## config.mk

```make
export PLATFORM = sky130hd
export DESIGN_NAME = seq_mult_ctrl_flat
export DESIGN_NICKNAME = d
export VERILOG_FILES = /design/src/rtl/seq_mult_ctrl_if.sv /design/src/rtl/seq_mult_ctrl.sv /design/src/flat_wrapper.sv
export SDC_FILE = /design/constraint.sdc
export NUM_CORES = 1
export LEC_CHECK = 0
export BUFFER_PORTS_ARGS = -buffer_cell sky130_fd_sc_hd__buf_4
export CAP_MARGIN = 30
export CORE_AREA = 2 2 39 41
export DETAILED_ROUTE_END_ITERATION = 10
export DIE_AREA = 0 0 41 43
export PLACE_DENSITY_LB_ADDON = 0.25
export SLEW_MARGIN = 10
export SYNTH_ARGS = -nofsm -noshare
export SYNTH_HDL_FRONTEND = slang
export SYNTH_SLANG_ARGS = --single-unit
```

## constraint.sdc

```tcl
create_clock -name clk -period 1.7 [get_ports clk]
set_input_delay 0.34 -clock clk [delete_from_list [all_inputs] [get_ports clk]]
set_output_delay 0.34 -clock clk [all_outputs]
set_load 0.1 [all_outputs]
```

## src/rtl/seq_mult_ctrl_if.sv

```systemverilog
// Handshake and datapath-strobe bundle between a requester/datapath and the
// sequential shift-add multiplier controller. WIDTH must match the controller.
interface seq_mult_ctrl_if #(
    parameter int WIDTH = 4
);
    localparam int CNT_W = $clog2(WIDTH + 1);

    // request side and datapath status
    logic             start;
    logic             lsb;
    logic             mult_zero;

    // controller status
    logic             ready;
    logic             busy;
    logic             done;
    logic [CNT_W-1:0] iter_cnt;

    // datapath strobes
    logic             sig_rst;
    logic             ld1;
    logic             ld2;
    logic             sel_add;
    logic             shift;

    // requester / datapath view
    modport master (
        output start,
        output lsb,
        output mult_zero,
        input  ready,
        input  busy,
        input  done,
        input  iter_cnt,
        input  sig_rst,
        input  ld1,
        input  ld2,
        input  sel_add,
        input  shift
    );

    // controller view
    modport slave (
        input  start,
        input  lsb,
        input  mult_zero,
        output ready,
        output busy,
        output done,
        output iter_cnt,
        output sig_rst,
        output ld1,
        output ld2,
        output sel_add,
        output shift
    );
endinterface

```

## src/rtl/seq_mult_ctrl.sv

```systemverilog
// Control unit for a WIDTH-bit sequential shift-add multiplier.
// Sequences clear / load / WIDTH add-shift iterations / done, with a
// start/ready handshake and a one-cycle done pulse.
// Optional macro SEQ_MULT_CTRL_EARLY_TERM_EN: leave EXEC as soon as the
// datapath reports that the remaining multiplier bits are all zero.
//
// state | meaning
// ------+-----------------------------------------------------------
// IDLE  | ready, waiting for start
// CLEAR | clear accumulator, preload iteration counter with WIDTH
// LOAD  | load multiplicand and multiplier registers
// EXEC  | one add(if lsb)/shift iteration per cycle, counter decrements
// DONE  | one-cycle done pulse, product valid in accumulator
module seq_mult_ctrl #(
    parameter int WIDTH = 4,
    parameter int CNT_W = $clog2(WIDTH + 1)
) (
    input  logic           clk,
    input  logic           rst,
    seq_mult_ctrl_if.slave bus
);
    typedef enum logic [2:0] {
        S_IDLE  = 3'd0,
        S_CLEAR = 3'd1,
        S_LOAD  = 3'd2,
        S_EXEC  = 3'd3,
        S_DONE  = 3'd4
    } state_t;

    localparam logic [CNT_W-1:0] CNT_INIT = CNT_W'(WIDTH);
    localparam logic [CNT_W-1:0] CNT_ONE  = CNT_W'(1);
    localparam logic [CNT_W-1:0] CNT_ZERO = '0;

    state_t           state_q;
    state_t           state_nxt;
    logic [CNT_W-1:0] cnt_q;
    logic             early_term;

    logic             ready_c;
    logic             sig_rst_c;
    logic             ld1_c;
    logic             ld2_c;
    logic             sel_add_c;
    logic             shift_c;
    logic             done_c;

`ifdef SEQ_MULT_CTRL_EARLY_TERM_EN
    // Accumulator is never shifted, so stopping once no set bits remain
    // leaves the product already complete.
    assign early_term = bus.mult_zero;
`else
    logic unused_mult_zero;
    assign unused_mult_zero = bus.mult_zero;
    assign early_term       = 1'b0;
`endif

    // State register
    always_ff @(posedge clk) begin
        if (rst) begin
            state_q <= S_IDLE;
        end else begin
            state_q <= state_nxt;
        end
    end

    // Iteration down-counter: preload in CLEAR, decrement per EXEC, stop at 0
    always_ff @(posedge clk) begin
        if (rst) begin
            cnt_q <= CNT_ZERO;
        end else if (state_q == S_CLEAR) begin
            cnt_q <= CNT_INIT;
        end else if ((state_q == S_EXEC) && (cnt_q != CNT_ZERO)) begin
            cnt_q <= cnt_q - CNT_ONE;
        end
    end

    // Next-state and Moore strobe decode (sel_add also follows lsb in EXEC)
    always_comb begin
        state_nxt = state_q;
        ready_c   = 1'b0;
        sig_rst_c = 1'b0;
        ld1_c     = 1'b0;
        ld2_c     = 1'b0;
        sel_add_c = 1'b0;
        shift_c   = 1'b0;
        done_c    = 1'b0;
        case (state_q)
            S_IDLE: begin
                ready_c = 1'b1;
                if (bus.start) begin
                    state_nxt = S_CLEAR;
                end
            end
            S_CLEAR: begin
                sig_rst_c = 1'b1;
                state_nxt = S_LOAD;
            end
            S_LOAD: begin
                ld1_c     = 1'b1;
                state_nxt = S_EXEC;
            end
            S_EXEC: begin
                ld2_c     = 1'b1;
                shift_c   = 1'b1;
                sel_add_c = bus.lsb;
                // <= rather than == so a corrupted zero count cannot hang here
                if ((cnt_q <= CNT_ONE) || early_term) begin
                    state_nxt = S_DONE;
                end
            end
            S_DONE: begin
                done_c    = 1'b1;
                state_nxt = S_IDLE;
            end
            default: begin
                state_nxt = S_IDLE;
            end
        endcase
    end

    assign bus.ready    = ready_c;
    assign bus.busy     = ~ready_c;
    assign bus.sig_rst  = sig_rst_c;
    assign bus.ld1      = ld1_c;
    assign bus.ld2      = ld2_c;
    assign bus.sel_add  = sel_add_c;
    assign bus.shift    = shift_c;
    assign bus.done     = done_c;
    assign bus.iter_cnt = cnt_q;

endmodule

```

## src/flat_wrapper.sv

```systemverilog
// flat-port wrapper written by rule: the top's interface ports become plain ports
module seq_mult_ctrl_flat 
#(
    parameter int WIDTH = 4,
    parameter int CNT_W = $clog2(WIDTH + 1)
)
  (clk, rst, bus_start, bus_lsb, bus_mult_zero, bus_ready, bus_busy, bus_done, bus_iter_cnt, bus_sig_rst, bus_ld1, bus_ld2, bus_sel_add, bus_shift);
  seq_mult_ctrl_if #(.WIDTH(WIDTH)) bus_i ();
  input  logic clk;
  input  logic rst;
  input wire logic [$bits(bus_i.start)-1:0] bus_start;
  input wire logic [$bits(bus_i.lsb)-1:0] bus_lsb;
  input wire logic [$bits(bus_i.mult_zero)-1:0] bus_mult_zero;
  output wire logic [$bits(bus_i.ready)-1:0] bus_ready;
  output wire logic [$bits(bus_i.busy)-1:0] bus_busy;
  output wire logic [$bits(bus_i.done)-1:0] bus_done;
  output wire logic [$bits(bus_i.iter_cnt)-1:0] bus_iter_cnt;
  output wire logic [$bits(bus_i.sig_rst)-1:0] bus_sig_rst;
  output wire logic [$bits(bus_i.ld1)-1:0] bus_ld1;
  output wire logic [$bits(bus_i.ld2)-1:0] bus_ld2;
  output wire logic [$bits(bus_i.sel_add)-1:0] bus_sel_add;
  output wire logic [$bits(bus_i.shift)-1:0] bus_shift;
  assign bus_i.start = bus_start;
  assign bus_i.lsb = bus_lsb;
  assign bus_i.mult_zero = bus_mult_zero;
  assign bus_ready = bus_i.ready;
  assign bus_busy = bus_i.busy;
  assign bus_done = bus_i.done;
  assign bus_iter_cnt = bus_i.iter_cnt;
  assign bus_sig_rst = bus_i.sig_rst;
  assign bus_ld1 = bus_i.ld1;
  assign bus_ld2 = bus_i.ld2;
  assign bus_sel_add = bus_i.sel_add;
  assign bus_shift = bus_i.shift;
  seq_mult_ctrl #(.WIDTH(WIDTH), .CNT_W(CNT_W)) u_core (.clk(clk), .rst(rst), .bus(bus_i));
endmodule
```

=== Yosys cells after proc, flatten, opt, wreduce, memory -nomap -nowiden ===
Cells that the tools add are included.
W data, S select, Z words.

* Bits in registers: 6
* Input port bits: 5
* Output and inout bits: 11

* Add/sub/neg operators: 1
* Order comparisons: 1
* Equal/unequal tests: 6
* Muxes and demuxes: 11
* Bitwise logic cells: 1
* Reductions and logical operators: 6

{| class="wikitable"
|+ Operators by type and width
! cell !! number
|-
| $mux W3 || 4
|-
| $pmux W3 S4 || 1
|-
| $eq A3 B2 Y1 const B || 2
|-
| $mux W1 || 6
|-
| $ne A2 B2 Y1 const B || 2
|-
| $eq A3 B1 Y1 const B || 1
|-
| $eq A3 B3 Y1 const B || 1
|-
| $le A3 B1 Y1 const B || 1
|-
| $logic_not A3 Y1 || 1
|-
| $reduce_bool A3 Y1 || 1
|-
| $sub A3 B1 Y3 const B || 1
|-
| $reduce_and A2 Y1 || 1
|-
| $reduce_bool A2 Y1 || 1
|-
| $reduce_or A2 Y1 || 1
|-
| $logic_and A1 B1 Y1 || 1
|-
| $not A1 Y1 || 1
|}

=== Depth between registers and ports, before layout ===
Gate-level depths: netlist of the first run.

* Word-level depth: 4
* Gate-level depth with buffers: 5
* Mapped depth without buffers: 5

=== Worst setup path after synthesis of the first run ===
No wires, ideal clock.

* Path type: register to output
* From: reg u_core.state_q[0]
* To: out bus_done
* Data arrival time: 2.647 ns
* Data required time: 1.360 ns
* Path slack: -1.287 ns
* Stages on the path, launching flop included: 3
* Path through: dfxtp_1 buf_4 nor3b_1

* Cells in the longest elaborated chain, start to end: 2

{| class="wikitable"
|+ RTL lines
! element !! line !! source
|-
| from (decl) || seq_mult_ctrl.sv:34 || <nowiki>state_t state_q;</nowiki>
|-
| from (signal assigned) || seq_mult_ctrl.sv:62 || <nowiki>state_q <= state_nxt;</nowiki>
|-
| $eq A3 B3 Y1 || seq_mult_ctrl.sv:87 || <nowiki>case (state_q)</nowiki>
|-
| $mux W1 || seq_mult_ctrl.sv:87 ||
|-
| to (decl) || flat_wrapper.sv:16 || <nowiki>output wire logic [$bits(bus_i.done)-1:0] bus_done;</nowiki>
|}

Every way passes these cells.

=== Final worst setup path of the first run ===
* From: reg u_core.state_q[2]
* To: out bus_ready

* Cells in the longest elaborated chain, start to end: 2

{| class="wikitable"
|+ RTL lines
! element !! line !! source
|-
| $logic_not A3 Y1 || seq_mult_ctrl.sv:87 ||
|-
| $mux W1 || seq_mult_ctrl.sv:87 ||
|-
| to (decl) || flat_wrapper.sv:14 || <nowiki>output wire logic [$bits(bus_i.ready)-1:0] bus_ready;</nowiki>
|}

Every way passes these cells.

==> results.tsv, run 1 <==
metric	value	unit
place_congestion	0.667	
pwr_density_cell	970	nW/um^2
status	finished clean	
mostFrequentLayoutCells	buf_4 (14), o21ai_0 (5), inv_1 (4), dfxtp_1 (4)	
ant_nets	0	
grt_overflow	0	
synth-main-ff-cell	dfxtp_1	
row_count	14	
drive_above_1_share	0.516	
cp_top_family	simple AND/OR/NAND/NOR gates	
period_share	0.982	
yosysWarnings	0	
first_pass_iters	2	
drc	0	
criticalPathCategory	reg -> out	
io_buffer_count	14	
utilization	0.410	
rsz0062_at_grt	yes	
final_nets	71	
synth-edff-count	0	
cts.sink_count	6	
peakVddDrop	0.451	mV
fin_skew	0.00142	ns
wl_per_cell	10.0	um
antenna_found_initial	0	
cts_buffers	3	
layout_commonest_cell	buf_4	
post-dp-hpwl	614	um
ys_seq_elements	6	
clockRootBuffer	clkbuf_4	
cap_violations	0	
ys_seq_area_frac	0.324	
max_slew_margin	0.816	
synth_area	370	um^2
vias_per_cell	4.69	
track_usage	0.110	
dieHeight	43	um
routed_wl	781	um
final_max_slew_viol_count	0	
end_kind	primary output	
setup_viol	0	
vias	366	
critPathArrivalTime	1.33	ns
cts_tree	yes	
synth_cells	45	
async_flop_share	0	
fp.coreArea	1380	um^2
timing.fmax	599	MHz
die_w	41	um
cp-start-kind	register	
cp_max_fo	2	
cts_buffer_depth	2	
syn_avg_cell_area	8.23	um^2
p_leak	0.272	nW
placed_cells	75	
ys_types	21	
crit_slowest_cell	or3_2	
areaGrowthSynthToFinish	53.4	%
fin_total_pwr	0.551	mW
period_minus_slack	1.67	ns
holdBufCountCts	0	
max_stage_delay	0.51	ns
htree_num_levels	1	
fin_hold_ws	0.291	ns
diodes	0	
synth_nets	52	
ios	16	
cp_cell_sequence	or3_2 > clkinvlp_4 > buf_12	
clk_latency	0.24	ns
drt_iter0_drc	1	
min-delay-path-class	in -> reg	
fin_cells	78	
clk_transition_reported_paths	0.05	ns
crit_buf_inv	2	
grt_max_degree	10	
timing_worst_slew_pin_value	0.278	ns
grt_pass1_wl	1.23	mm
start_util	0.268	
required	1.36	ns
grt_pass1_vias	294	
timing.setup.tns	0	ns
die_area	1760	um^2
hold_viol_final	0	
[registers in the layout (all words and copies together) (netlist names)]
register             cells
u_core.bus.iter_cnt      3
u_core.state_q           3
[area by class of cell]
type | instances | area (um^2)
clock buffer | 3 | 22.5
fill | 153 | 816
inverter | 6 | 30.0
multi-input combinational | 30 | 216
sequential | 6 | 123
tap | 16 | 20.0
timing repair buffer | 17 | 156
[worst paths after layout]
check | from | endpoint | slack, ns | depth (start not counted)
setup / recovery | u_core.state_q[2] | bus_ready | 0.03 | 3
hold / removal | rst | u_core.bus.iter_cnt[0] | 0.29 | 2
setup reg to reg | u_core.bus.iter_cnt[1] | u_core.bus.iter_cnt[1] | 0.42 | 5
hold reg to reg | u_core.bus.iter_cnt[1] | u_core.state_q[2] | 0.46 | 1
[layer usage]
layer  up-vias  routed length (um)  track usage
met4         0                  10        0.100
li1        189                   -            -
met3         2                  44       0.0314
met5         -                   0            0
met2         9                 391        0.153
met1       166                 335        0.126
[cell usage after synthesis (all sizes together) (2+ instances only)]
cell type / n / share of area
nor2: 4 / 0.041
a21oi: 3 / 0.041
dfxtp: 6 / 0.32
inv: 6 / 0.061
nor2b: 2 / 0.034
nor3b: 2 / 0.041
o21ai: 5 / 0.068
ha: 2 / 0.068
or3: 3 / 0.054
buf: 3 / 0.071
[worst register-to-register path, delay by kind of cell, from the launching register on]
family / cells / cell delay [ns]
AO/OA/AOI/OAI: 1 / 0.14
adder cells (fa/ha/maj): 1 / 0.20
buffers and inverters: 1 / 0.06
flip-flops: 1 / 0.36
AND/OR/NAND/NOR: 2 / 0.44
[power breakdown]
| part | switching, mW | internal (mW) | leakage, nW |
|---|---|---|---|
| clock | 0.0512 | 0.0799 | 0.0138 |
| combinational | 0.192 | 0.0716 | 0.208 |
| sequential | 0.00653 | 0.150 | 0.0500 |
[kinds of logic after synthesis]
| logic type | synth area share |
|---|---|
| DFF | 0.324 |
| AOI/OAI and AO/OA | 0.142 |
| adders and majority gates | 0.0676 |
| and+or+nand+nor | 0.334 |
| buffers and inverters | 0.132 |
[timing repair]
item / CTS / global route
setup endpoints to repair: 1 / 4
gates resized for setup: 3 / 5
pin swaps: 0 / 0
setup buffers: 0 / 0
endpoints found under the hold margin: 0 / 0
[metrics by stage]
step	cell area, um^2	setup WS, ns
global route	568	-0.0344
floorplan	397	-0.304
detailed placement	514	0.198
finish	568	0.0299
CTS	549	0.00344
global placement	514	0.206
No activity file was read; power rests on OpenSTA's default activity.
==> run 2: changes to the inputs <==
--- a/config.mk
+++ b/config.mk
@@ -5,6 +5,7 @@
 export SDC_FILE = /design/constraint.sdc
 export NUM_CORES = 1
 export LEC_CHECK = 0
+export ABC_AREA = 1
 export BUFFER_PORTS_ARGS = -buffer_cell sky130_fd_sc_hd__buf_4
 export CAP_MARGIN = 30
 export CORE_AREA = 2 2 39 41
==> run 2 against run 1 <==
  * Via count grew 0.27%
  * Flip-flop and latch count is the same
  * Die area is the same
  * Critical path type unchanged
  * Non-clock buffer count shrank 3
  * Area after synthesis grew 4.7%
  * Setup slack gained 0.060 ns
  * Core utilization shrank 1.2 points
  * Fmax grew 3.7%
  * Worst hold slack lost 0.028 ns
  * Count of clock-buffer cells in the layout is the same
==> results.tsv, run 2 <==
metric	value	unit	change
grt_overflow	0		unchanged
fillers	153		unchanged
crit_slowest_cell	dfxtp_1		
timing.fmax	621	MHz	+3.7%
design_area	552	um^2	-2.9%
track_usage	0.112		+0.00290
cp_cell_sequence	nand3_2 > nor2_4 > buf_4		
ios	16		unchanged
rsz0062_at_grt	no		
grt_pass1_wl	1.24	mm	+1.1%
seq_area	124	um^2	+1.0%
timing_worst_slew_pin_value	0.281	ns	+0.00297 ns
cts.sink_count	6		unchanged
drive_above_1_share	0.452		-0.0641
final_max_slew_viol_count	0		unchanged
async_flop_share	0		unchanged
status	finished clean		
required	1.36	ns	about the same
grt_pass1_vias	334		+14%
first_pass_iters	4		+2
startpoint	u_core.state_q[0]		
synth_top_area_frac	0.310		-0.0146
htree_num_levels	1		unchanged
yosys.area.top_type	dfxtp_1		
diodes	0		unchanged
clk_transition_reported_paths	0.04	ns	about the same
place_congestion	0.736		+10%
fin_skew	0.000420	ns	-0.00100 ns
io_buffer_count	14		unchanged
pwr-share-seq	0.282		-0.002
drt_iter0_drc	2		+1
fp.coreArea	1380	um^2	unchanged
cts_buffer_depth	2		unchanged
worstReg2RegStart	u_core.bus.iter_cnt[0]		
yosys.cell_count.top_type	inv_1		
r2r_end	u_core.bus.iter_cnt[2]		
synth_area	388	um^2	+4.7%
cp-start-kind	register		
synth_nets	64		+23%
vias	367		+0.27%
die_w	41	um	unchanged
synth_cells	57		+27%
reg2reg_depth	9		+4
multi_input_area	220	um^2	+1.7%
p_leak	0.280	nW	+2.9%
ys_seq_elements	6		unchanged
areaGrowthSynthToFinish	42.3	%	
fin_cells	89		+14%
p_clk_frac	0.210		-0.028
post-cts-setup-buffers	0		unchanged
drc	0		unchanged
cp_max_fo	5		+3
ys_types	18		-14%
yosysWarnings	0		unchanged
grt_max_degree	7		-3
placed_cells	86		+15%
dp_slack	0.300	ns	+0.102 ns
max_stage_delay	0.45	ns	-0.06 ns
pwr-share-comb	0.508		+0.030
wl_per_cell	8.35	um	-17%
ant_nets	0		unchanged
p_int	0.300	mW	-0.49%
reg2reg_setup_slack	0.54	ns	+0.12 ns
setup_viol	0		unchanged
clockRootBuffer	clkbuf_4		
hold_viol_final	0		unchanged
layout_setup_ws	0.0897	ns	+0.0598 ns
period_minus_slack	1.61	ns	-0.0598 ns
swShare	0.518		+0.0651
dpl_cell_area	528	um^2	+2.7%
dieHeight	43	um	unchanged
worstSetupEndpoint	bus_sel_add		
critPathArrivalTime	1.27	ns	-0.06 ns
cp.depth	3		unchanged
post-dp-hpwl	602	um	-1.9%
routed_wl	743	um	-4.9%
period_share	0.947		-0.0352
synth-edff-count	0		unchanged
synth-main-ff-cell	dfxtp_1		
criticalPathCategory	reg -> out		
peakVddDrop	0.418	mV	-7.3%
p_switching	0.322	mW	+29%
start_util	0.280		+0.0127
max_slew_margin	0.814		-0.00196
synthTopCellsByArea	dfxtp_1 (31%), inv_1 (14%), nand2_1 (8.7%)		
cap_violations	0		unchanged
syn_avg_cell_area	6.80	um^2	-17%
pwr_density_cell	1130	nW/um^2	+16%
cts_tree	yes		
mostFrequentLayoutCells	inv_1 (14), buf_4 (14), nand2_1 (9), nand3_1 (5), nor2_4 (4)		
end_kind	primary output		
ys_seq_area_frac	0.310		-0.0146
min-delay-path-class	in -> reg		
vias_per_cell	4.12		-12%
final_nets	82		+15%
row_count	14		unchanged
crit_buf_inv	1		-1
antenna_found_initial	0		unchanged
clk_latency	0.24	ns	about the same
die_area	1760	um^2	unchanged
cp_top_family	flip-flops		
synth_commonest_cells	inv_1 (14), nand2_1 (9), dfxtp_1 (6)		
cts_buffers	3		unchanged
==> run 2: worst register-to-register path: stages (launching register included) <==
cell,delay [ns]
dfxtp_2,0.32
inv_1,0.09
ha_1,0.15
inv_1,0.04
nor2_1,0.16
nor2_4,0.07
nand2_1,0.06
nand3_1,0.07
nand2_1,0.07
inv_1,0.03
==> run 2: worst min-delay path by stage <==
stage,to,cells after the start,start,slack (ns)
6_report,u_core.state_q[1],2,rst,0.26
5_1_grt,u_core.state_q[1],2,rst,0.26
4_1_cts,u_core.state_q[1],2,rst,0.26
3_5_place_dp,u_core.bus.iter_cnt[0],2,u_core.bus.iter_cnt[0],0.46
3_3_place_gp,u_core.bus.iter_cnt[0],2,u_core.bus.iter_cnt[0],0.46
2_1_floorplan,u_core.state_q[1],1,rst,0.41
==> run 2: kinds of logic (layout without fill, tap and decap cells) <==
group                      count (synthesis)  count (layout)  share of synthesized area
AOI/OAI and AO/OA                          5               5                     0.0774
xor gates and xnor gates                   1               1                     0.0226
adders and majority gates                  2               2                     0.0645
buffers and inverters                     17              33                      0.174
DFF                                        6               6                      0.310
and+or+nand+nor                           26              26                      0.352
==> run 2: final cells by class <==
class	instances	share of cell area
multi-input combinational	34	0.399
timing repair buffer	14	0.190
sequential	6	0.224
inverter	16	0.109
tap	16	0.0363
clock buffer	3	0.0408
==> run 2: per-layer routing <==
metal	vias to the layer above	share of wire	global-route usage
li1	204	-	-
met1	151	0.45	0.135
met2	10	0.46	0.144
met3	2	0.070	0.0471
met4	0	0.020	0.100
met5	-	0	0
==> run 2: power groups by stage <==
stage | Sequential (mW) | Clock (mW) | Combinational, mW
4_1_cts | 0.175 | 0.137 | 0.318
6_report | 0.176 | 0.131 | 0.316
3_5_place_dp | 0.178 | 0 | 0.318
2_1_floorplan | 0.203 | 0 | 0.236
5_1_grt | 0.178 | 0.145 | 0.334
3_3_place_gp | 0.177 | 0 | 0.317
==> run 2: repair_timing <==
item                                    4_1_cts  5_1_grt
endpoints found under the setup margin        0        3
hold buffers                                  0        0
gates resized for setup                       0        1
==> run 2: stage by stage <==
step / hold slack, ns / setup TNS (ns) / total power, mW / utilization
finish: 0.263 / 0 / 0.622 / 0.399
global route: 0.261 / 0 / 0.656 / 0.399
CTS: 0.263 / 0 / 0.631 / 0.398
detailed placement: 0.461 / 0 / 0.495 / 0.382
global placement: 0.458 / 0 / 0.495 / 0.382
floorplan: 0.409 / -0.653 / 0.439 / -
